<file path="src/rtl/jzjpcc_memory_arbiter.sv">
// ---------------------------------------------------------------------------
// jzjpcc_memory_arbiter
//
// Shares the data-side port (port B) of the core's SRAM between two masters:
//   master 0 - pipeline memory stage (normally has priority)
//   master 1 - secondary agent (loader / MMIO bridge)
// Grants are combinational in the request cycle. Read data returns one cycle
// later, following the SRAM's synchronous read latency. A starvation counter
// boosts master 1 to priority after MAX_WAIT consecutive denied cycles.
//
// Ports:
//   clock, reset              - clock, asynchronous active-high reset
//   m0_* / m1_*               - request side (req, addr, wen, wdata, byteMask)
//                               and response side (gnt, rvalid, rdata)
//   sram_*                    - SRAM port B address / write data / enables,
//                               plus read data coming back
//   boosted                   - high while master 1 holds priority
// ---------------------------------------------------------------------------
module jzjpcc_memory_arbiter #(
    parameter int ADDR_WIDTH = 30,
    parameter int MAX_WAIT   = 4
) (
    input  logic                  clock,
    input  logic                  reset,

    input  logic                  m0_req,
    input  logic [ADDR_WIDTH-1:0] m0_addr,
    input  logic                  m0_wen,
    input  logic [31:0]           m0_wdata,
    input  logic [3:0]            m0_byteMask,
    output logic                  m0_gnt,
    output logic                  m0_rvalid,
    output logic [31:0]           m0_rdata,

    input  logic                  m1_req,
    input  logic [ADDR_WIDTH-1:0] m1_addr,
    input  logic                  m1_wen,
    input  logic [31:0]           m1_wdata,
    input  logic [3:0]            m1_byteMask,
    output logic                  m1_gnt,
    output logic                  m1_rvalid,
    output logic [31:0]           m1_rdata,

    output logic [ADDR_WIDTH-1:0] sram_address,
    output logic [31:0]           sram_writeData,
    output logic                  sram_writeEnable,
    output logic [3:0]            sram_byteWriteMask,
    input  logic [31:0]           sram_readData,

    output logic                  boosted
);

    typedef enum logic {
        NORMAL = 1'b0,
        BOOST  = 1'b1
    } state_t;

    localparam logic [3:0] MAX_WAIT_L = 4'(MAX_WAIT);

    state_t     state_q, state_d;
    logic [3:0] wait_cnt_q, wait_cnt_d;
    logic       m0_rvalid_q, m0_rvalid_d;
    logic       m1_rvalid_q, m1_rvalid_d;

    // Grants depend only on current requests and the priority state, never on
    // sram_readData, so there is no combinational loop through the SRAM.
    always_comb begin
        m0_gnt = 1'b0;
        m1_gnt = 1'b0;
        if (state_q == BOOST) begin
            m1_gnt = m1_req;
            m0_gnt = m0_req & ~m1_req;
        end else begin
            m0_gnt = m0_req;
            m1_gnt = m1_req & ~m0_req;
        end
    end

    // SRAM drive: master 0's address is the idle default so the SRAM sees a
    // stable, pipeline-driven address when nothing is granted.
    always_comb begin
        sram_address       = m0_addr;
        sram_writeData     = m0_wdata;
        sram_writeEnable   = 1'b0;
        sram_byteWriteMask = 4'b0000;
        if (m1_gnt) begin
            sram_address       = m1_addr;
            sram_writeData     = m1_wdata;
            sram_writeEnable   = m1_wen;
            sram_byteWriteMask = m1_wen ? m1_byteMask : 4'b0000;
        end else if (m0_gnt) begin
            sram_writeEnable   = m0_wen;
            sram_byteWriteMask = m0_wen ? m0_byteMask : 4'b0000;
        end
    end

    // Next-state: starvation counter, priority FSM and read-return tracking.
    always_comb begin
        wait_cnt_d  = 4'd0;
        state_d     = state_q;
        m0_rvalid_d = m0_gnt & ~m0_wen;
        m1_rvalid_d = m1_gnt & ~m1_wen;

        // Count only cycles in which master 1 is actively denied.
        if (m1_req && !m1_gnt) begin
            wait_cnt_d = (wait_cnt_q == 4'hF) ? 4'hF : wait_cnt_q + 4'd1;
        end

        case (state_q)
            NORMAL: begin
                if (wait_cnt_d >= MAX_WAIT_L) begin
                    state_d = BOOST;
                end
            end
            BOOST: begin
                // Boost lasts until master 1 is served or gives up.
                if (m1_gnt || !m1_req) begin
                    state_d = NORMAL;
                end
            end
            default: state_d = NORMAL;
        endcase
    end

    always_ff @(posedge clock or posedge reset) begin
        if (reset) begin
            state_q     <= NORMAL;
            wait_cnt_q  <= 4'd0;
            m0_rvalid_q <= 1'b0;
            m1_rvalid_q <= 1'b0;
        end else begin
            state_q     <= state_d;
            wait_cnt_q  <= wait_cnt_d;
            m0_rvalid_q <= m0_rvalid_d;
            m1_rvalid_q <= m1_rvalid_d;
        end
    end

    assign m0_rvalid = m0_rvalid_q;
    assign m1_rvalid = m1_rvalid_q;
    // Both masters see the shared read bus; rvalid qualifies whose data it is.
    assign m0_rdata  = sram_readData;
    assign m1_rdata  = sram_readData;
    assign boosted   = (state_q == BOOST);

endmodule

</file>
<file path="config.mk">
export PLATFORM = sky130hd
export DESIGN_NAME = jzjpcc_memory_arbiter
export DESIGN_NICKNAME = d
export VERILOG_FILES = /design/src/rtl/jzjpcc_memory_arbiter.sv
export SDC_FILE = /design/constraint.sdc
export NUM_CORES = 1
export LEC_CHECK = 0
export ABC_AREA = 0
export CAP_MARGIN = 0
export CELL_PAD_IN_SITES_DETAIL_PLACEMENT = 1
export CELL_PAD_IN_SITES_GLOBAL_PLACEMENT = 2
export CORE_AREA = 2 2 118 120
export CTS_CLUSTER_DIAMETER = 100
export DETAILED_ROUTE_END_ITERATION = 7
export DIE_AREA = 0 0 120 122
export DONT_BUFFER_PORTS = 1
export GPL_TIMING_DRIVEN = 0
export PLACE_DENSITY = 0.55
export SETUP_SLACK_MARGIN = 0.1
export SYNTH_ARGS = -nofsm -noshare
export SYNTH_HDL_FRONTEND = slang
export SYNTH_SLANG_ARGS = --single-unit
</file>
<file path="constraint.sdc">
create_clock -name clock -period 2.46 [get_ports clock]
set_clock_uncertainty 0.15 [all_clocks]
set_input_delay 0.246 -clock clock [delete_from_list [all_inputs] [get_ports clock]]
set_output_delay 0.246 -clock clock [all_outputs]
set_load 0.005 [all_outputs]
</file>
==> summary.md <==
| Metric | Value |
|---|---|
| Largest net degree at the start of global routing | 11 |
| Setup TNS | 0 ns |
| Fin worst setup slack | 0.322 ns |
| Pwr dens | 341 nW/um^2 |
| Clk slew on worst S/H paths | 0.04 ns |
| CTS tree | built |
| Area of the multi-input gates | 878 um^2 |
| Die area | 14600 um^2 |
| Mapped Avg Cell Area | 9.52 um^2 |
| First drt pass iteration count | 4 |
| Slew margin rel. | 65.9% |
| Core Region | 13500 um^2 |
| Synthesized flop and latch total | 7 |
| Vias | 1264 |
| Overall power | 0.663 mW |
| CP dominant cell by count | buf_6 |
| Worst min path class | input port to flip-flop |
| Area of the mapped netlist | 1610 um^2 |
| Placer Congestion | 0.716 |
| Count of input and output buffers | 0 |
| Setup CP Type | flip-flop to output port |
| DR WL/cell | 14.7 um |
| Syn Nets | 340 |
| Ys Warns | 0 |
| Crit-path max FO | 10 |
| Overall Global Routing Usage | 5.53% |
| Placed inst area | 1830 um^2 |
| Async SR Flop Fraction | 100% |
| Drt drc | 0 |
| Iter 0 DRT Violations | 9 |
| Startpoint Class | flip-flop |
| Initial antenna violation count | 0 |
| Vias per cell | 3.55 |
| Max incr delay on CP | 0.41 ns |
| H-tree lvl count | 1 |
| Period utilization | 86.9% |
| WP data arrival | 1.74 ns |
| Root Buffer Master | clkbuf_16 |
| Final Instance Area | 1940 um^2 |
| Tmin final | 2.14 ns |
| Num rows | 43 |
| Slew @ Worst Pin | 0.507 ns |
| Ant. Diodes | 0 |
| Status | completed |
| Final setup violation count | 0 |
| Die Y-Extent | 122 um |
| Post-Synthesis Cells | 169 |
| Inserted Clock Buffers | 3 |
| Sink Count | 7 |
| Die X-Extent | 120 um |
| Layout net count | 348 |
| First-pass GRT wire length | 6220 um |
| Total routed wirelength | 5230 um |
| Fin Hold WS | 0.150 ns |
| Antenna-violating nets left | 0 |
| Reg area | 175 um^2 |
| Final hold vios | 0 |
| Post-DP HPWL | 4660 um |
| Worst-path cell chain | inv_2 -> a21boi_4 -> buf_6 -> buf_6 -> mux2_1 |
| VDD IR-drop max | 0.158 mV |
| Synth cell types | 22 |
| Layout Cells excl Fill | 356 |
| Initial Util | 11.9% |
| Longest Clk Path Bufs | 2 |
| Share of cells above drive strength 1 | 76.7% |
| Primary FF master, synth | dfrtp_1 |
| Layout fillers | 1576 |
| RSZ-0062 raised after global routing | false |
| Post-synth EDFFs | 0 |
| Share of the yosys chip area belonging to registers | 10.9% |
| Worst EP required | 2.06 ns |
| Post-CTS sizing | 0 |
| Dpl cells | 349 |
| Synth-to-Final Area Change | 20.8% |
| Slew Viols, Final | 0 |
| Vias in the first global route | 1184 |
| Leak | 0.793 nW |
| Clk Latency, worst-skew pair | 0.23 ns |
| Worst setup EP type | output port |
| Place WS | 0.494 ns |
| Max-cap violations | 0 |
| Remaining Overflow, GRT | 0 |
| Num ports | 306 |
| FMAX | 468 MHz |
| Final core occ | 14.4% |
| Slowest CP cell | dfrtp_1 |
[where the power goes]
part / switching (mW) / leakage, nW / internal, mW
clock network: 0.0633 / 0.0382 / 0.216
registers: 0.00241 / 0.0951 / 0.119
logic: 0.105 / 0.660 / 0.158
total: 0.170 / 0.793 / 0.493
[layer usage]
metal	vias to the layer above	routed length (um)	global-route usage (%)
li1	535	-	-
met1	573	1580	5.69
met2	151	2940	11.0
met3	5	651	1.12
met4	0	51	1.84
met5	-	0	0
[flip-flops by register name, summed over array words and instances (netlist names)]
signal and cells:
wait_cnt_q 4, boosted 1, m0_rvalid 1, m1_rvalid 1
[area by class of cell]
class | count | area share, %
plain buffers | 71 | 27.8
clock buffers | 4 | 4.06
inverters | 4 | 0.773
multi-input cells | 87 | 45.2
flip-flops and latches | 7 | 9.01
well taps | 180 | 11.6
repair buffers | 3 | 1.55
[what timing repair did]
| item | 4_1_cts | 5_1_grt |
|---|---|---|
| endpoints found under the hold margin | 9 | 0 |
| hold buffers | 3 | 0 |
| setup buffers | 0 | 0 |
[cell families (layout without fill, tap and decap cells)]
kind of cell,Yosys count,count (layout),share of synthesized area (%)
and+or+nand+nor,12,12,3.97
adders and majority gates,1,1,0.777
DFF,7,7,10.9
buffers and inverters,75,82,34.5
AOI/OAI and AO/OA,12,12,6.45
muxes,62,62,43.4
[critical path: cells and delay by family (launching register included)]
kind                   cells  cell delay, ns
AOI/OAI and AO/OA          1            0.33
muxes                      1            0.35
DFF                        1            0.41
buffers and inverters      3            0.42
[cells in the mapped netlist, types with 2 or more instances]
| cell type | count | share of area (%) |
|---|---|---|
| buf_4 | 69 | 32 |
| mux2_2 | 59 | 41 |
| dfrtp_1 | 7 | 11 |
| a32o_1 | 4 | 2.5 |
| a21oi_1 | 3 | 0.93 |
| inv_1 | 3 | 0.70 |
| mux2_1 | 3 | 2.1 |
| and2_1 | 2 | 0.78 |
| buf_6 | 2 | 1.4 |
| nand3_1 | 2 | 0.62 |
| nor2_1 | 2 | 0.47 |
| nor2b_1 | 2 | 0.78 |
| nor3_1 | 2 | 0.62 |
[placed cells by master, fill, tap and decap left out]
master and count:
mux2_2 59, a21oi_1 3, inv_2 1, dfrtp_1 7
a21boi_0 1, a21o_1 1, buf_4 69, nor2_1 2
o21bai_1 1, nand3_1 2, a32o_1 4, clkbuf_1 1
dlygate4sd3_1 3, a211oi_1 1, a21boi_4 1, and2_1 2
clkbuf_16 3, nor2b_1 2, inv_1 3, nand2_1 1
nor3_1 2, ha_1 1, nand3b_1 1, mux2_1 3
buf_6 2
[worst paths after layout]
check                           slack [ns]                 endpoint  depth (start not counted)                    start
worst max-delay path                  0.32       sram_writeData[28]                          5        boosted$_DFF_PP0_
worst min register to register        0.35  wait_cnt_q[0]$_DFF_PP0_                          1  wait_cnt_q[0]$_DFF_PP0_
min in group asynchronous             0.26      m1_rvalid$_DFF_PP0_                          2                    reset
max in group asynchronous             1.67  wait_cnt_q[3]$_DFF_PP0_                          2                    reset
worst min-delay path                  0.15  wait_cnt_q[0]$_DFF_PP0_                          2                   m1_req
worst max register to register        0.94      m1_rvalid$_DFF_PP0_                          5        boosted$_DFF_PP0_
Power figures use the tool's default switching activity.
